`src/rtl/uart_pkg.sv`:
```
// Definitions shared by the UART receiver and transmitter: FSM encoding and frame constants.
package uart_pkg;

  typedef enum logic [1:0] {
    IDLE  = 2'd0,
    START = 2'd1,
    DATA  = 2'd2,
    STOP  = 2'd3
  } uart_state_e;

  localparam int DATA_BITS          = 8;
  localparam int DEFAULT_OVERSAMPLE = 16;

endpackage

```
`src/rtl/uart_rx_sync.sv`:
```
// Metastability synchronizer for the asynchronous rx line; flops reset to the idle level (1).
module uart_rx_sync #(
  parameter int SYNC_STAGES = 2
) (
  input  logic clk,
  input  logic rst,
  input  logic d_i,
  output logic q_o
);

  logic [SYNC_STAGES-1:0] sync_q;

  always_ff @(posedge clk or posedge rst) begin
    if (rst) sync_q <= '1;
    else     sync_q <= {sync_q[SYNC_STAGES-2:0], d_i};
  end

  assign q_o = sync_q[SYNC_STAGES-1];

endmodule

```
`src/rtl/uart_rx.sv`:
```
// 8N1 UART receiver driven by an OVERSAMPLE x baud tick strobe.
// Define UART_RX_FRAME_ERR_EN to add the registered o_frame_err output (inverse of the stop bit).
module uart_rx
  import uart_pkg::*;
#(
  parameter int OVERSAMPLE  = DEFAULT_OVERSAMPLE,
  parameter int SYNC_STAGES = 2
) (
  input  logic                 clk,
  input  logic                 rst,
  input  logic                 tick,
  input  logic                 rx,
  output logic [DATA_BITS-1:0] rx_data,
  output logic                 o_rx_done
`ifdef UART_RX_FRAME_ERR_EN
  ,output logic                o_frame_err
`endif
);

  localparam int CW = $clog2(OVERSAMPLE);
  localparam int BW = $clog2(DATA_BITS);
  localparam logic [CW-1:0] HALF_M1  = CW'(OVERSAMPLE/2 - 1);
  localparam logic [CW-1:0] FULL_M1  = CW'(OVERSAMPLE - 1);
  localparam logic [BW-1:0] LAST_BIT = BW'(DATA_BITS - 1);

  logic line;

  uart_rx_sync #(.SYNC_STAGES(SYNC_STAGES)) u_sync (
    .clk (clk),
    .rst (rst),
    .d_i (rx),
    .q_o (line)
  );

  uart_state_e          state_q,    state_d;
  logic [CW-1:0]        tick_cnt_q, tick_cnt_d;
  logic [BW-1:0]        bit_cnt_q,  bit_cnt_d;
  logic [DATA_BITS-1:0] shift_q,    shift_d;
  logic [DATA_BITS-1:0] rx_data_q,  rx_data_d;
  logic                 rx_done_q,  rx_done_d;
`ifdef UART_RX_FRAME_ERR_EN
  logic                 ferr_q,     ferr_d;
`endif

  always_comb begin
    state_d    = state_q;
    tick_cnt_d = tick_cnt_q;
    bit_cnt_d  = bit_cnt_q;
    shift_d    = shift_q;
    rx_data_d  = rx_data_q;
    rx_done_d  = 1'b0;
`ifdef UART_RX_FRAME_ERR_EN
    ferr_d     = ferr_q;
`endif
    case (state_q)
      IDLE: begin
        tick_cnt_d = '0;
        bit_cnt_d  = '0;
        if (!line) state_d = START;
      end
      // Mid-start-bit check rejects glitches shorter than half a bit.
      START: if (tick) begin
        if (tick_cnt_q == HALF_M1) begin
          tick_cnt_d = '0;
          bit_cnt_d  = '0;
          state_d    = line ? IDLE : DATA;
        end else begin
          tick_cnt_d = tick_cnt_q + CW'(1);
        end
      end
      DATA: if (tick) begin
        if (tick_cnt_q == FULL_M1) begin
          tick_cnt_d = '0;
          shift_d    = {line, shift_q[DATA_BITS-1:1]};
          bit_cnt_d  = bit_cnt_q + BW'(1);
          if (bit_cnt_q == LAST_BIT) state_d = STOP;
        end else begin
          tick_cnt_d = tick_cnt_q + CW'(1);
        end
      end
      STOP: if (tick) begin
        if (tick_cnt_q == FULL_M1) begin
          tick_cnt_d = '0;
          rx_data_d  = shift_q;
          rx_done_d  = 1'b1;
`ifdef UART_RX_FRAME_ERR_EN
          ferr_d     = ~line;
`endif
          state_d    = IDLE;
        end else begin
          tick_cnt_d = tick_cnt_q + CW'(1);
        end
      end
      default: state_d = IDLE;
    endcase
  end

  always_ff @(posedge clk or posedge rst) begin
    if (rst) begin
      state_q    <= IDLE;
      tick_cnt_q <= '0;
      bit_cnt_q  <= '0;
      shift_q    <= '0;
      rx_data_q  <= '0;
      rx_done_q  <= 1'b0;
`ifdef UART_RX_FRAME_ERR_EN
      ferr_q     <= 1'b0;
`endif
    end else begin
      state_q    <= state_d;
      tick_cnt_q <= tick_cnt_d;
      bit_cnt_q  <= bit_cnt_d;
      shift_q    <= shift_d;
      rx_data_q  <= rx_data_d;
      rx_done_q  <= rx_done_d;
`ifdef UART_RX_FRAME_ERR_EN
      ferr_q     <= ferr_d;
`endif
    end
  end

  assign rx_data   = rx_data_q;
  assign o_rx_done = rx_done_q;
`ifdef UART_RX_FRAME_ERR_EN
  assign o_frame_err = ferr_q;
`endif

endmodule

```
`config.mk`:
```
export PLATFORM = sky130hd
export DESIGN_NAME = uart_rx
export DESIGN_NICKNAME = d
export VERILOG_FILES = /design/src/rtl/uart_pkg.sv /design/src/rtl/uart_rx_sync.sv /design/src/rtl/uart_rx.sv
export SDC_FILE = /design/constraint.sdc
export NUM_CORES = 1
export LEC_CHECK = 0
export BUFFER_PORTS_ARGS = -buffer_cell sky130_fd_sc_hd__buf_2
export CAP_MARGIN = 30
export CORE_ASPECT_RATIO = 1.75
export CORE_MARGIN = 1.5
export CORE_UTILIZATION = 50
export CTS_CLUSTER_SIZE = 20
export DETAILED_ROUTE_END_ITERATION = 10
export PLACE_DENSITY = 0.73
export SLEW_MARGIN = 0
export SYNTH_ARGS = -nofsm -noshare
export SYNTH_HDL_FRONTEND = slang
export SYNTH_HIERARCHICAL = 1
export SYNTH_SLANG_ARGS = --single-unit
```
`constraint.sdc`:
```
create_clock -name clk -period 1.9 [get_ports clk]
set_clock_uncertainty 0.05 [all_clocks]
set_input_delay 0.19 -clock clk [delete_from_list [all_inputs] [get_ports clk]]
set_output_delay 0.19 -clock clk [all_outputs]
set_load 0.005 [all_outputs]
```
# Word level (Yosys, flattened, before mapping)
# Cells that the tools add are included.
totals:
  mem_count: 0
  latch_bits: 0
  rom_bits: 0
  ram_bits: 0
  reg_bits: 28
op_classes:
  n_mul: 0
  n_eq_ne: 15
  n_bitwise: 0
  add_sub_neg: 2
  order_cmp: 0
  n_shift: 0
  div_mod_pow: 0
  reduce_logical: 8
  n_mux: 23
ops:
  columns: ["cell", "n"]
  rows:
  - ["2-bit 2-to-1 mux", 9]
  - ["4-bit 2-to-1 mux", 4]
  - ["2-bit != test, second input constant", 8]
  - ["3-bit 2-to-1 mux", 4]
  - ["4-bit case mux with 3 select lines", 1]
  - ["3-bit case mux with 3 select lines", 1]
  - ["2-bit case mux with 4 select lines", 1]
  - ["8-bit AND reduction", 1]
  - ["3-bit AND reduction", 2]
  - ["5-bit AND reduction", 1]
  - ["4-bit by 1-bit adder with 4-bit output, second input constant", 1]
  - ["2-bit == test, second input constant", 2]
  - ["4-bit by 3-bit == test with 1-bit output, second input constant", 1]
  - ["4-bit == test, second input constant", 1]
  - ["3-bit by 1-bit adder with 3-bit output, second input constant", 1]
  - ["3-bit == test, second input constant", 1]
  - ["1-bit 2-to-1 mux", 3]
  - ["3-bit nonzero test", 1]
  - ["2-bit by 1-bit == test with 1-bit output, second input constant", 1]
  - ["2-bit zero test", 1]
  - ["2-bit by 1-bit != test with 1-bit output, second input constant", 1]
  - ["2-bit AND reduction", 1]
  - ["2-bit OR reduction", 1]

# Depth between registers and ports, before layout
logic_depth:
  word_depth: 5
  mapped_depth: 5
  ltp_nobuf: 5

# Hierarchy
# The synthesis kept the hierarchy.
by_module_without_submodules:
  columns: ["module", "instances", "cells_per_inst", "area_per_inst_um2"]
  rows:
  - ["uart_rx", 1, 99, 1224.9]
  - ["uart_rx_sync", 1, 3, 56.3]

# Least setup slack after synthesis
# No wires, ideal clock.
synth_timing:
  kind: "register to register"
  startpoint: "register tick_cnt_q[0]"
  endpoint: "register rx_data_q[0], in the netlist rx_data[0]"
  setup_slack_ns: 0.302
  t_required_ns: 1.725
  path_buffers: 0
  t_arrival_ns: 1.423
  stages_incl_launch_ff: 5
  synth_period_minus_slack_ns: 1.598
  path_cell_list: "dfrtp_1 > ha_1 > nand4_4 > nor2_8 > mux2_2"
synth_via:
  elab_chain_len: 2
synth_lines:
  columns: ["element", "line_no", "rtl"]
  rows:
  - ["start: declaration", "uart_rx.sv:36", "logic [CW-1:0] tick_cnt_q, tick_cnt_d;"]
  - ["start signal: assignment", "uart_rx.sv:111", "tick_cnt_q <= tick_cnt_d;"]
  - ["4-bit == test", "uart_rx.sv:82", "if (tick_cnt_q == FULL_M1) begin"]
  - ["3-bit AND reduction (no line)", null, null]
  - ["end signal: assignment", "uart_rx.sv:114", "rx_data_q <= rx_data_d;"]
  - ["end: declaration", "uart_rx.sv:39", "logic [DATA_BITS-1:0] rx_data_q, rx_data_d;"]
# No other way between the ends.
# A chain may end at the register's enable or synchronous reset.

# Worst setup path in the final report
layout_timing:
  startpoint: "register tick_cnt_q[0]"
  endpoint: "register rx_data_q[5], in the netlist rx_data[5]"
# The elaborated chain is that of the path after synthesis.

==> run_results.csv <==
group,metric,value,unit
run_status,status,"finished, final reports clean",
finish,nFillCells,212,
routing,antenna_left,0,
logic_synthesis,synthCells,102,
clocking,root_buffer,"clkbuf_8",
routing,drtPass1Iterations,4,
sta,max_slew_margin,0.767,
logic_synthesis,seq_area_frac_synth,0.549,
clocking,clkSinkCount,28,
clocking,cts_hold_buf,2,
placed_design,io_buffers,12,
routing,wl,2380,um
floorplan,start_util,0.520,
floorplan,io_pins,13,
sta,grt_setup_unrepaired,"no",
clocking,clockBufferDepth,2,
floorplan,core,2460,sq um
placed_design,gpl.final_weighted_congestion,0.765,
sta,report.final.setup_viol,0,
critical_path,cp.arrival,1880,ps
logic_synthesis,ys_async_sr_fraction,1.00,
pwr,power,1.48,mW
sta,min_period,1770,ps
logic_synthesis,yosys.area.top_type,"dfrtp_1",
finish,area_growth,12.9,%
placed_design,dp_hpwl,1820,um
clocking,clk_pin_slew,80,ps
routing,drc,0,
clocking,ctsResizeCount,0,
logic_synthesis,ys.flop_type,"dfrtp_1",
clocking,cts_tree,"done",
finish,n_antenna_cell,0,
sta,hold_violations,0,
placed_design,place_ws,134,ps
global_routing,grt_pass1_wl,4220,um
finish,seq_area,703,sq um
clocking,post_cts.repair.setup_buffers,0,
sta,fin_ws,127,ps
global_routing,antenna_found_initial,0,
logic_synthesis,syn_avg_cell_area,12.6,sq um
clocking,htreeDepth,1,
critical_path,startpoint_type,"flip-flop",
routing,wl_per_cell,16.4,um
critical_path,cp_max_fo,9,
pwr,powerDensity,1020,nW/um^2
critical_path,worst_setup_path_end_kind,"flip-flop",
critical_path,reg2reg_slack,130,ps
finish,final_cell_area,1450,sq um
logic_synthesis,netlist_area,1280,sq um
logic_synthesis,synthDominantCellAreaShare,0.508,
floorplan,die_w,41.3,um
global_routing,met1_usage,0.243,
logic_synthesis,synth.yosys.warnings,6,
floorplan,row_count,24,
finish,multiInputGateArea,529,sq um
sta,worstMarginPinSlew,349,ps
routing,viasPerCell,5.90,
sta,fmax,0.564,GHz
routing,drt_iter0_markers,10,
critical_path,critPathKind,"reg -> reg",
logic_synthesis,synth-edff-count,0,
flow_run,cap_violations,0,
logic_synthesis,ys_ff_latch,28,
critical_path,r2r_end,"rx_data[5]",
finish,nNetsFinal,127,
logic_synthesis,synthTopCellsByArea,"dfrtp_1, mux2_2, dfstp_2",
clocking,clock_latency,270,ps
critical_path,cp-endpoint,"rx_data[5]",
sta,report.final.slew_viol_count,0,
critical_path,timing.rr.start,"tick_cnt_q[0]",
sta,min_period_over_period,0.933,
critical_path,crit_required,2000,ps
critical_path,startpoint,"tick_cnt_q[0]",
global_routing,met3_usage,0.0349,
sta,whs,235,ps
pwr,ir_worst_vdd,0.732,mV
global_routing,gr-total-overflow,0,
clocking,numCtsBuffers,3,
floorplan,fp.dieArea,2890,sq um
global_routing,grt_util_all_layers,0.213,
global_routing,first_global_vias,940,
global_routing,met2_usage,0.363,
floorplan,die_h,70.0,um
global_routing,grt_busiest_layer,"met2",
pwr,p_leak,0.753,nW
finish,drive_gt1_frac,0.345,
critical_path,rr_worst_depth,4,
global_routing,grt_max_degree,27,
routing,vias,856,
hold_path,min_path_type,"in -> reg",
logic_synthesis,synth.net_count,109,
placed_design,post_dp_cell_area,1380,sq um
logic_synthesis,synthDistinctLibCells,29,
sta,finalSetupTns,0,ps
## cell usage after synthesis, types with 2 or more instances
library cell / count
clkbuf_1: 2
dfrtp_1: 26
ha_1: 3
o21ai_0: 2
a22oi_1: 2
dfstp_2: 2
nor2_1: 3
nand2b_1: 2
nor2_8: 2
a31oi_1: 2
o31ai_1: 2
nand3_1: 7
buf_2: 3
nand3b_1: 3
nand2_1: 5
o221ai_1: 2
inv_1: 7
mux2_2: 16
## cells by family after synthesis
family	after synthesis	synth area share
DFF	28	0.549
AOI/OAI and AO/OA	15	0.0869
and+or+nand+nor	26	0.142
adders and majority gates	3	0.0293
muxes	17	0.148
buffers and inverters	12	0.0381
xor gates and xnor gates	1	0.00684
## how the worst min path moves through the flow
stage	to	start	slack, ps	cells past startpoint
after floorplan	u_sync/sync_q[0]	rst	50	1
after global placement	u_sync/sync_q[1]	rst	170	2
after detailed placement	u_sync/sync_q[1]	rst	190	2
after CTS	tick_cnt_q[3]	tick	230	2
after global routing	tick_cnt_q[3]	tick	250	2
final	tick_cnt_q[3]	tick	230	2
## worst max-delay path, cell delays in order, from the launching register on
cell and delay, ps:
dfrtp_1 430, ha_1 340, nand4_4 230, nor2_8 240, mux2_2 360
## metrics by stage
stage,instances,utilization
after floorplan,102,-
after global placement,139,0.561
after detailed placement,139,0.561
after CTS,145,0.587
after global routing,145,0.587
final,145,0.587
## metal layers
metal  wire (um)  share of wire
met1         848           0.36
met2        1440           0.60
met3          56          0.024
met4          36          0.015
met5           0              0
## power by group
group	total (mW)	internal (mW)	switching, mW	leakage, nW
Sequential	0.806	0.677	0.129	0.370
Clock	0.319	0.150	0.169	0.0228
Combinational	0.357	0.153	0.204	0.361
## layout by cell type (no fill, tap or decap), drive strengths merged, types with 2 or more instances in the layout
cell / n
dfrtp: 26
o221ai: 2
dlygate4sd3: 2
nor2: 5
nand2b: 2
dfstp: 2
inv: 7
a31oi: 2
o21ai: 2
ha: 3
o31ai: 2
nand3b: 3
clkbuf: 4
nand3: 7
buf: 16
nand4: 2
a22oi: 2
mux2: 16
nand2: 5
## cell type report
cell class                 instances  share of cell area
inverter                           7              0.0182
timing repair buffer              18              0.0761
sequential                        28               0.486
tap                               26              0.0225
multi-input combinational         62               0.366
clock buffer                       4              0.0311
## flip-flops by register name, indices dropped and copies added (netlist names), named ones only
signal,count
u_sync/sync_q,2
state_q,1
bit_cnt_q,3
rx_data,8
o_rx_done,1
tick_cnt_q,4
shift_q,8
(Power assumes the default switching activity.)
